==> src/rtl/ps2_key_event_tracker.sv <==
// ----------------------------------------------------------------------------
// ps2_key_event_tracker
//
// Purpose:
//   Turns the byte stream from PS2_Controller into key state for a fixed,
//   scancode-mapped set of keys. Handles the F0 (break) and E0 (extended)
//   prefixes, keeps a held-key vector, pulses on press/release edges and
//   queues press/release events in a small first-word-fall-through FIFO for
//   MasterFSM / mainStateHandler. Everything runs on the system clock; the
//   byte strobe is sampled as an ordinary synchronous input.
//
// Ports:
//   CLOCK_50       in   system clock
//   resetn         in   asynchronous active-low reset
//   rx_data        in   received PS2 byte
//   rx_valid       in   one-cycle strobe, rx_data valid this cycle
//   clear_all      in   synchronous clear of keys, FIFO, overflow, decoder
//   key_state      out  bit i set while key i is held
//   any_key_down   out  OR of key_state
//   press_pulse    out  one cycle when a tracked key goes up->down
//   release_pulse  out  one cycle when a tracked key goes down->up
//   evt_valid      out  FIFO head valid
//   evt_ready      in   consumer pops the head when evt_valid && evt_ready
//   evt_release    out  head event type (0 press, 1 release)
//   evt_key        out  head key index
//   evt_count      out  FIFO occupancy
//   overflow       out  sticky, an event was dropped because the FIFO was full
// ----------------------------------------------------------------------------
module ps2_key_event_tracker #(
    parameter int NUM_KEYS   = 29,
    parameter int KEY_IDX_W  = 5,
    parameter logic [8*NUM_KEYS-1:0] KEYMAP = {
        8'h29, 8'h5D, 8'h5B, 8'h54, 8'h4D, 8'h44, 8'h43, 8'h3C,
        8'h35, 8'h2C, 8'h2D, 8'h24, 8'h1D, 8'h15, 8'h0D, 8'h66,
        8'h55, 8'h4E, 8'h45, 8'h46, 8'h3E, 8'h3D, 8'h36, 8'h2E,
        8'h25, 8'h26, 8'h1E, 8'h16, 8'h0E
    },
    parameter int FIFO_DEPTH = 8
) (
    input  logic                            CLOCK_50,
    input  logic                            resetn,
    input  logic [7:0]                      rx_data,
    input  logic                            rx_valid,
    input  logic                            clear_all,
    output logic [NUM_KEYS-1:0]             key_state,
    output logic                            any_key_down,
    output logic                            press_pulse,
    output logic                            release_pulse,
    output logic                            evt_valid,
    input  logic                            evt_ready,
    output logic                            evt_release,
    output logic [KEY_IDX_W-1:0]            evt_key,
    output logic [$clog2(FIFO_DEPTH):0]     evt_count,
    output logic                            overflow
);

    localparam int PTR_W = $clog2(FIFO_DEPTH);
    localparam int CNT_W = PTR_W + 1;

    typedef enum logic [1:0] {
        IDLE,
        BRK,
        EXT,
        EXT_BRK
    } decodeState_e;

    decodeState_e state;
    decodeState_e nextState;

    logic                 isMake;
    logic                 isBreak;
    logic                 keyHit;
    logic [KEY_IDX_W-1:0] keyIdx;
    logic                 keyHeld;
    logic                 doPress;
    logic                 doRelease;

    logic [KEY_IDX_W:0]   fifoMem [FIFO_DEPTH];
    logic [PTR_W-1:0]     wrPtr;
    logic [PTR_W-1:0]     rdPtr;
    logic [CNT_W-1:0]     fifoCount;
    logic                 fifoFull;
    logic                 pushNow;
    logic                 popNow;
    logic                 writeNow;
    logic [KEY_IDX_W:0]   pushData;
    logic [KEY_IDX_W:0]   headEntry;

    // Decoder state register. The FSM only tracks which prefix bytes have
    // been seen since the last complete code.
    always_ff @(posedge CLOCK_50 or negedge resetn) begin
        if (!resetn) begin
            state <= IDLE;
        end else begin
            state <= nextState;
        end
    end

    // Next-state and byte classification. A byte in IDLE that is not a
    // prefix is a make code; any byte after a lone F0 is a break code.
    // Extended sequences (E0 xx, E0 F0 xx) are consumed and ignored since
    // none of the tracked keys live in the extended set. clear_all wins
    // over a byte arriving in the same cycle, so the byte is discarded.
    always_comb begin
        nextState = state;
        isMake    = 1'b0;
        isBreak   = 1'b0;
        if (clear_all) begin
            nextState = IDLE;
        end else if (rx_valid) begin
            case (state)
                IDLE: begin
                    if (rx_data == 8'hF0) begin
                        nextState = BRK;
                    end else if (rx_data == 8'hE0) begin
                        nextState = EXT;
                    end else begin
                        isMake = 1'b1;
                    end
                end
                BRK: begin
                    isBreak   = 1'b1;
                    nextState = IDLE;
                end
                EXT: begin
                    if (rx_data == 8'hF0) begin
                        nextState = EXT_BRK;
                    end else begin
                        nextState = IDLE;
                    end
                end
                EXT_BRK: begin
                    nextState = IDLE;
                end
                default: begin
                    nextState = IDLE;
                end
            endcase
        end
    end

    // Scancode lookup. Walking from the top index down means the lowest
    // matching index is the one left standing if the keymap has duplicates.
    always_comb begin
        keyHit = 1'b0;
        keyIdx = '0;
        for (int i = NUM_KEYS - 1; i >= 0; i--) begin
            if (KEYMAP[8*i +: 8] == rx_data) begin
                keyHit = 1'b1;
                keyIdx = KEY_IDX_W'(i);
            end
        end
    end

    // Edge detection against the held vector: repeats of a held key and
    // breaks of a key that is not held are filtered out here, so only real
    // transitions generate pulses and events.
    assign keyHeld   = key_state[keyIdx];
    assign doPress   = isMake  && keyHit && !keyHeld;
    assign doRelease = isBreak && keyHit &&  keyHeld;

    // Held-key vector and the one-cycle transition pulses.
    always_ff @(posedge CLOCK_50 or negedge resetn) begin
        if (!resetn) begin
            key_state     <= '0;
            press_pulse   <= 1'b0;
            release_pulse <= 1'b0;
        end else if (clear_all) begin
            key_state     <= '0;
            press_pulse   <= 1'b0;
            release_pulse <= 1'b0;
        end else begin
            press_pulse   <= doPress;
            release_pulse <= doRelease;
            if (doPress) begin
                key_state[keyIdx] <= 1'b1;
            end
            if (doRelease) begin
                key_state[keyIdx] <= 1'b0;
            end
        end
    end

    assign any_key_down = |key_state;

    // FIFO control. A pop frees a slot in the same cycle, so a full FIFO
    // still accepts a push when the consumer is popping. A pop request while
    // empty is meaningless and is masked by evt_valid.
    assign pushNow  = doPress || doRelease;
    assign pushData = {doRelease, keyIdx};
    assign fifoFull = (fifoCount == CNT_W'(FIFO_DEPTH));
    assign popNow   = evt_valid && evt_ready;
    assign writeNow = pushNow && (!fifoFull || popNow);

    // Event storage. No reset is needed on the array: entries are only read
    // while the occupancy says they hold data.
    always_ff @(posedge CLOCK_50) begin
        if (writeNow) begin
            fifoMem[wrPtr] <= pushData;
        end
    end

    // Pointers, occupancy and the sticky overflow flag. Pointers are exactly
    // PTR_W bits wide, so incrementing wraps modulo FIFO_DEPTH by itself.
    always_ff @(posedge CLOCK_50 or negedge resetn) begin
        if (!resetn) begin
            wrPtr     <= '0;
            rdPtr     <= '0;
            fifoCount <= '0;
            overflow  <= 1'b0;
        end else if (clear_all) begin
            wrPtr     <= '0;
            rdPtr     <= '0;
            fifoCount <= '0;
            overflow  <= 1'b0;
        end else begin
            if (writeNow) begin
                wrPtr <= wrPtr + PTR_W'(1);
            end
            if (popNow) begin
                rdPtr <= rdPtr + PTR_W'(1);
            end
            case ({writeNow, popNow})
                2'b10:   fifoCount <= fifoCount + CNT_W'(1);
                2'b01:   fifoCount <= fifoCount - CNT_W'(1);
                default: fifoCount <= fifoCount;
            endcase
            if (pushNow && fifoFull && !popNow) begin
                overflow <= 1'b1;
            end
        end
    end

    // Head of queue straight from storage (fall-through). The head fields
    // are forced to zero while empty so stale entries never leak out.
    assign headEntry   = fifoMem[rdPtr];
    assign evt_valid   = (fifoCount != '0);
    assign evt_release = evt_valid ? headEntry[KEY_IDX_W] : 1'b0;
    assign evt_key     = evt_valid ? headEntry[KEY_IDX_W-1:0] : '0;
    assign evt_count   = fifoCount;

endmodule
==> config.mk <==
export PLATFORM = sky130hd
export DESIGN_NAME = ps2_key_event_tracker
export DESIGN_NICKNAME = d
export VERILOG_FILES = /design/src/rtl/ps2_key_event_tracker.sv
export SDC_FILE = /design/constraint.sdc
export NUM_CORES = 1
export LEC_CHECK = 0
export ABC_AREA = 0
export CAP_MARGIN = 20
export CORE_MARGIN = 2
export CORE_UTILIZATION = 48
export CTS_BUF_LIST = sky130_fd_sc_hd__clkbuf_2 sky130_fd_sc_hd__clkbuf_4 sky130_fd_sc_hd__clkbuf_8
export CTS_CLUSTER_SIZE = 28
export DETAILED_ROUTE_END_ITERATION = 8
export PLACE_DENSITY = 0.7
export SETUP_SLACK_MARGIN = 0.15
export SLEW_MARGIN = 30
export SYNTH_ARGS = -nofsm -noshare
export SYNTH_HDL_FRONTEND = slang
export SYNTH_SLANG_ARGS = --single-unit
==> constraint.sdc <==
create_clock -name CLOCK_50 -period 3.9 [get_ports CLOCK_50]
set_input_delay 0.585 -clock CLOCK_50 [delete_from_list [all_inputs] [get_ports CLOCK_50]]
set_output_delay 0.585 -clock CLOCK_50 [all_outputs]
set_load 0.01 [all_outputs]
==> flow_metrics.py <==
metrics = {
    "run_status": {
        "status": "complete, but fails checks",
        "violations": "setup timing",
    },
    "logic_synthesis": {
        "yosys_warnings": 0,
        "synth-seq-cells": 92,
        "synth_ff_type": "edfxtp_1",
        "synthCells": 463,
        "async_flop_share_pct": 47.8,
        "yosysSeqAreaShare_pct": 48.1,
        "syn_area_um2": 5290,
        "yosys.cell_types.count": 83,
        "syn-num-nets": 481,
        "synth_edf_count": 48,
        "synth.avg_cell_area_um2": 11.4,
    },
    "critical_path": {
        "crit_fanout": 7,
        "required_ns": 4.16,
        "crit_arrival_ns": 4.30,
        "r2r_start": "key_state[15]",
        "path_class": "in2reg",
        "r2r_slack_ns": 0.62,
        "reg2reg_depth": 14,
        "r2r_end": "evt_count[3]",
        "start_kind": "primary input",
        "crit_path_end_kind": "flop",
    },
    "grt": {
        "grtUsageTotal_pct": 27.9,
        "overflow": 0,
        "grt_max_degree": 45,
        "grt.met1_usage_pct": 33.1,
        "grt_pass1_vias": 4778,
        "met2_usage_pct": 48.3,
        "grt_pass1_wl_um": 25100,
        "grt_use_met3_pct": 4.84,
        "grt_antenna_before_repair": 0,
        "grt-busiest-layer": "met2",
    },
    "cts": {
        "cts_buffers": 9,
        "cts.sinks": 92,
        "cts-htree-levels": 3,
        "cts-root-buf": "clkbuf_8",
        "cts_hold_buf": 0,
        "clock_latency_ns": 0.37,
        "cts_tree": "built",
        "clkTransAtPathRegs_ns": 0.10,
        "cts_buffer_depth": 2,
    },
    "die": {
        "rows": 38,
        "fp.coreArea_um2": 10800,
        "die_area_um2": 11900,
        "die_w_um": 109,
        "io_pins": 57,
        "die_y_um": 109,
        "start_util_pct": 49.0,
    },
    "routing": {
        "dr.pass1.iters": 8,
        "vias": 4825,
        "via_per_inst": 6.20,
        "antenna_left": 0,
        "drtIter0Drc": 307,
        "route.detailed.wl_per_inst_um": 21.6,
        "wl_um": 16800,
        "drcViolationCount": 0,
    },
    "power_and_ir_drop": {
        "sequentialPowerShare_pct": 44.2,
        "switchingPower_mw": 0.769,
        "internal_power_mw": 1.72,
        "sw_frac_of_total_pct": 30.8,
        "p_per_area_nw_per_um2": 322,
        "p_clk_share_pct": 25.1,
        "p_comb_share_pct": 30.7,
        "vdd_drop_max_mv": 0.212,
        "total_leakage_power_nw": 2.99,
    },
    "placement": {
        "pre_cts_ws_ns": -1.05,
        "placed_area_um2": 6750,
        "gp_congestion": 0.928,
        "dpl.hpwl_um": 11100,
        "port_buffers": 56,
    },
    "timing": {
        "tightest_slew_ns": 0.821,
        "fin_worst_skew_ns": 0.00974,
        "slew_headroom_pct": 45.3,
        "fmax_ghz": 0.248,
        "fin_crit_sh_pct": 103,
        "rsz0062_at_grt": "true",
        "finalSetupViolCount": 25,
        "layout_setup_ws_ns": -0.133,
        "slew_viol_final": 0,
        "hold_viol": 0,
        "fin_crit_ns": 4.03,
    },
    "min_path": {
        "hp-class": "in2async",
    },
    "layout": {
        "final_area_um2": 7740,
        "diodes": 0,
        "fillers": 728,
        "finalNetCount": 651,
        "final_core_util_pct": 71.8,
        "syn_to_final_growth_pct": 46.4,
        "final_layout_size_suffix_gt1_share_pct": 41.8,
    },
    "run": {
        "cap_violations": 0,
    },
}
[power groups by stage]
stage	clock [mW]	sequential (mW)	combinational (mW)
detailed placement	0	1.12	0.641
CTS	0.636	1.10	0.706
floorplan	0	1.09	0.372
global placement	0	1.12	0.621
finish	0.625	1.10	0.766
global route	0.671	1.11	0.823
[cells in the final DEF, fill, tap and decap left out, types with 4 or more instances in the layout]
| master | n |
|---|---|
| buf_4 | 105 |
| edfxtp_1 | 48 |
| clkdlybuf4s50_1 | 47 |
| dfrtp_1 | 44 |
| nor2_1 | 33 |
| buf_6 | 31 |
| a21oi_1 | 26 |
| nand2_1 | 19 |
| a211oi_1 | 19 |
| mux4_2 | 12 |
| nand3_1 | 11 |
| mux2i_1 | 11 |
| nor4_1 | 10 |
| nor2b_1 | 9 |
| o221a_2 | 9 |
| clkbuf_8 | 9 |
| inv_1 | 7 |
| o21ai_0 | 6 |
| nor4b_4 | 6 |
| buf_12 | 6 |
| or4b_4 | 5 |
| and3_1 | 5 |
| nand4b_1 | 5 |
| xnor2_1 | 5 |
| nor3_1 | 5 |
| nand2b_1 | 4 |
| nand3b_1 | 4 |
| and2_1 | 4 |
[metal layers]
layer | wire (um) | vias to the layer above | part of all wire (%)
li1 | - | 2157 | -
met1 | 6410 | 2368 | 38
met2 | 8530 | 235 | 51
met3 | 979 | 65 | 5.8
met4 | 871 | 0 | 5.2
met5 | 0 | - | 0
[critical path: stages]
cell and delay, ns:
buf_6 0.09, buf_6 0.12, buf_6 0.13, or4b_4 0.24
nor2_4 0.05, buf_4 0.15, a311oi_4 0.43, nand3_1 0.16
and4_1 0.21, or4_4 0.55, nor4b_4 0.27, nor3b_2 0.09
ha_1 0.29, a21o_1 0.15, a21oi_4 0.08, or2_4 0.24
o2bb2ai_4 0.15, mux2_4 0.31
[registers in the layout, summed over array words and instances (netlist names)]
| register | cells |
|---|---|
| evt_count | 4 |
| fifoMem | 48 |
| key_state | 29 |
| overflow | 1 |
| press_pulse | 1 |
| rdPtr | 3 |
| release_pulse | 1 |
| state | 2 |
| wrPtr | 3 |
[final cells by class]
type	instances	area, um^2	area share, %
Timing Repair Buffer	196	1800	23.2
Clock inverter	7	67.6	0.872
Tap cell	140	175	2.26
Multi-Input combinational cell	326	3010	38.9
Clock buffer	9	124	1.60
Inverter	8	30.0	0.388
Sequential cell	92	2540	32.8
[stage by stage]
stage | total power [mW] | instances | hold slack (ns) | setup TNS, ns
2_1_floorplan | 1.46 | 463 | 0.289 | -2.23
3_3_place_gp | 1.74 | 722 | 0.506 | -44.48
3_5_place_dp | 1.77 | 722 | 0.506 | -51.44
4_1_cts | 2.45 | 760 | 0.222 | -0.0986
5_1_grt | 2.61 | 778 | 0.239 | -6.14
6_report | 2.49 | 778 | 0.202 | -1.69
[how the worst max path moves through the flow]
| stage | from | to | cells past startpoint |
|---|---|---|---|
| 2_1_floorplan | rx_data[0] | evt_count[3] | 17 |
| 3_3_place_gp | rx_data[1] | evt_count[3] | 16 |
| 3_5_place_dp | rx_data[6] | evt_count[3] | 16 |
| 4_1_cts | rx_data[7] | evt_count[3] | 16 |
| 5_1_grt | rx_data[5] | evt_count[3] | 18 |
| 6_report | rx_data[5] | evt_count[3] | 18 |
[Yosys cell counts, types with 5 or more instances]
cell type | count | area [um^2]
and3_1 | 6 | 37.5
nor4_1 | 12 | 75.1
buf_2 | 15 | 75.1
xnor2_1 | 5 | 43.8
nand4b_1 | 5 | 43.8
and2_1 | 5 | 31.3
a211oi_1 | 21 | 158
clkbuf_1 | 14 | 52.6
or4b_1 | 6 | 60.1
inv_1 | 8 | 30.0
o21ai_0 | 8 | 40.0
nand3_1 | 13 | 65.1
dfrtp_1 | 44 | 1100
mux4_2 | 12 | 270
o221a_2 | 9 | 101
nor3_1 | 9 | 45.0
nand2_1 | 20 | 75.1
mux2i_1 | 11 | 110
edfxtp_1 | 48 | 1440
nor2b_1 | 11 | 68.8
a21oi_1 | 30 | 150
nor2_1 | 36 | 135
nand2b_1 | 5 | 31.3
[logic make-up after synthesis]
family / synth area share (%)
AOI/OAI and AO/OA: 14.8
buffers and inverters: 4.33
adders and majority gates: 1.32
DFF: 48.1
and+or+nand+nor: 22.5
xor gates and xnor gates: 1.16
muxes: 7.83
[what timing repair did]
| item | 4_1_cts | 5_1_grt |
|---|---|---|
| gates resized for setup | 74 | 70 |
| endpoints found under the hold margin | 0 | 0 |
| cloned | 3 | 1 |
| setup endpoints to repair | 81 | 71 |
| setup buffers | 19 | 17 |
| pin swaps | 29 | 38 |
Power figures use the tool's default switching activity.
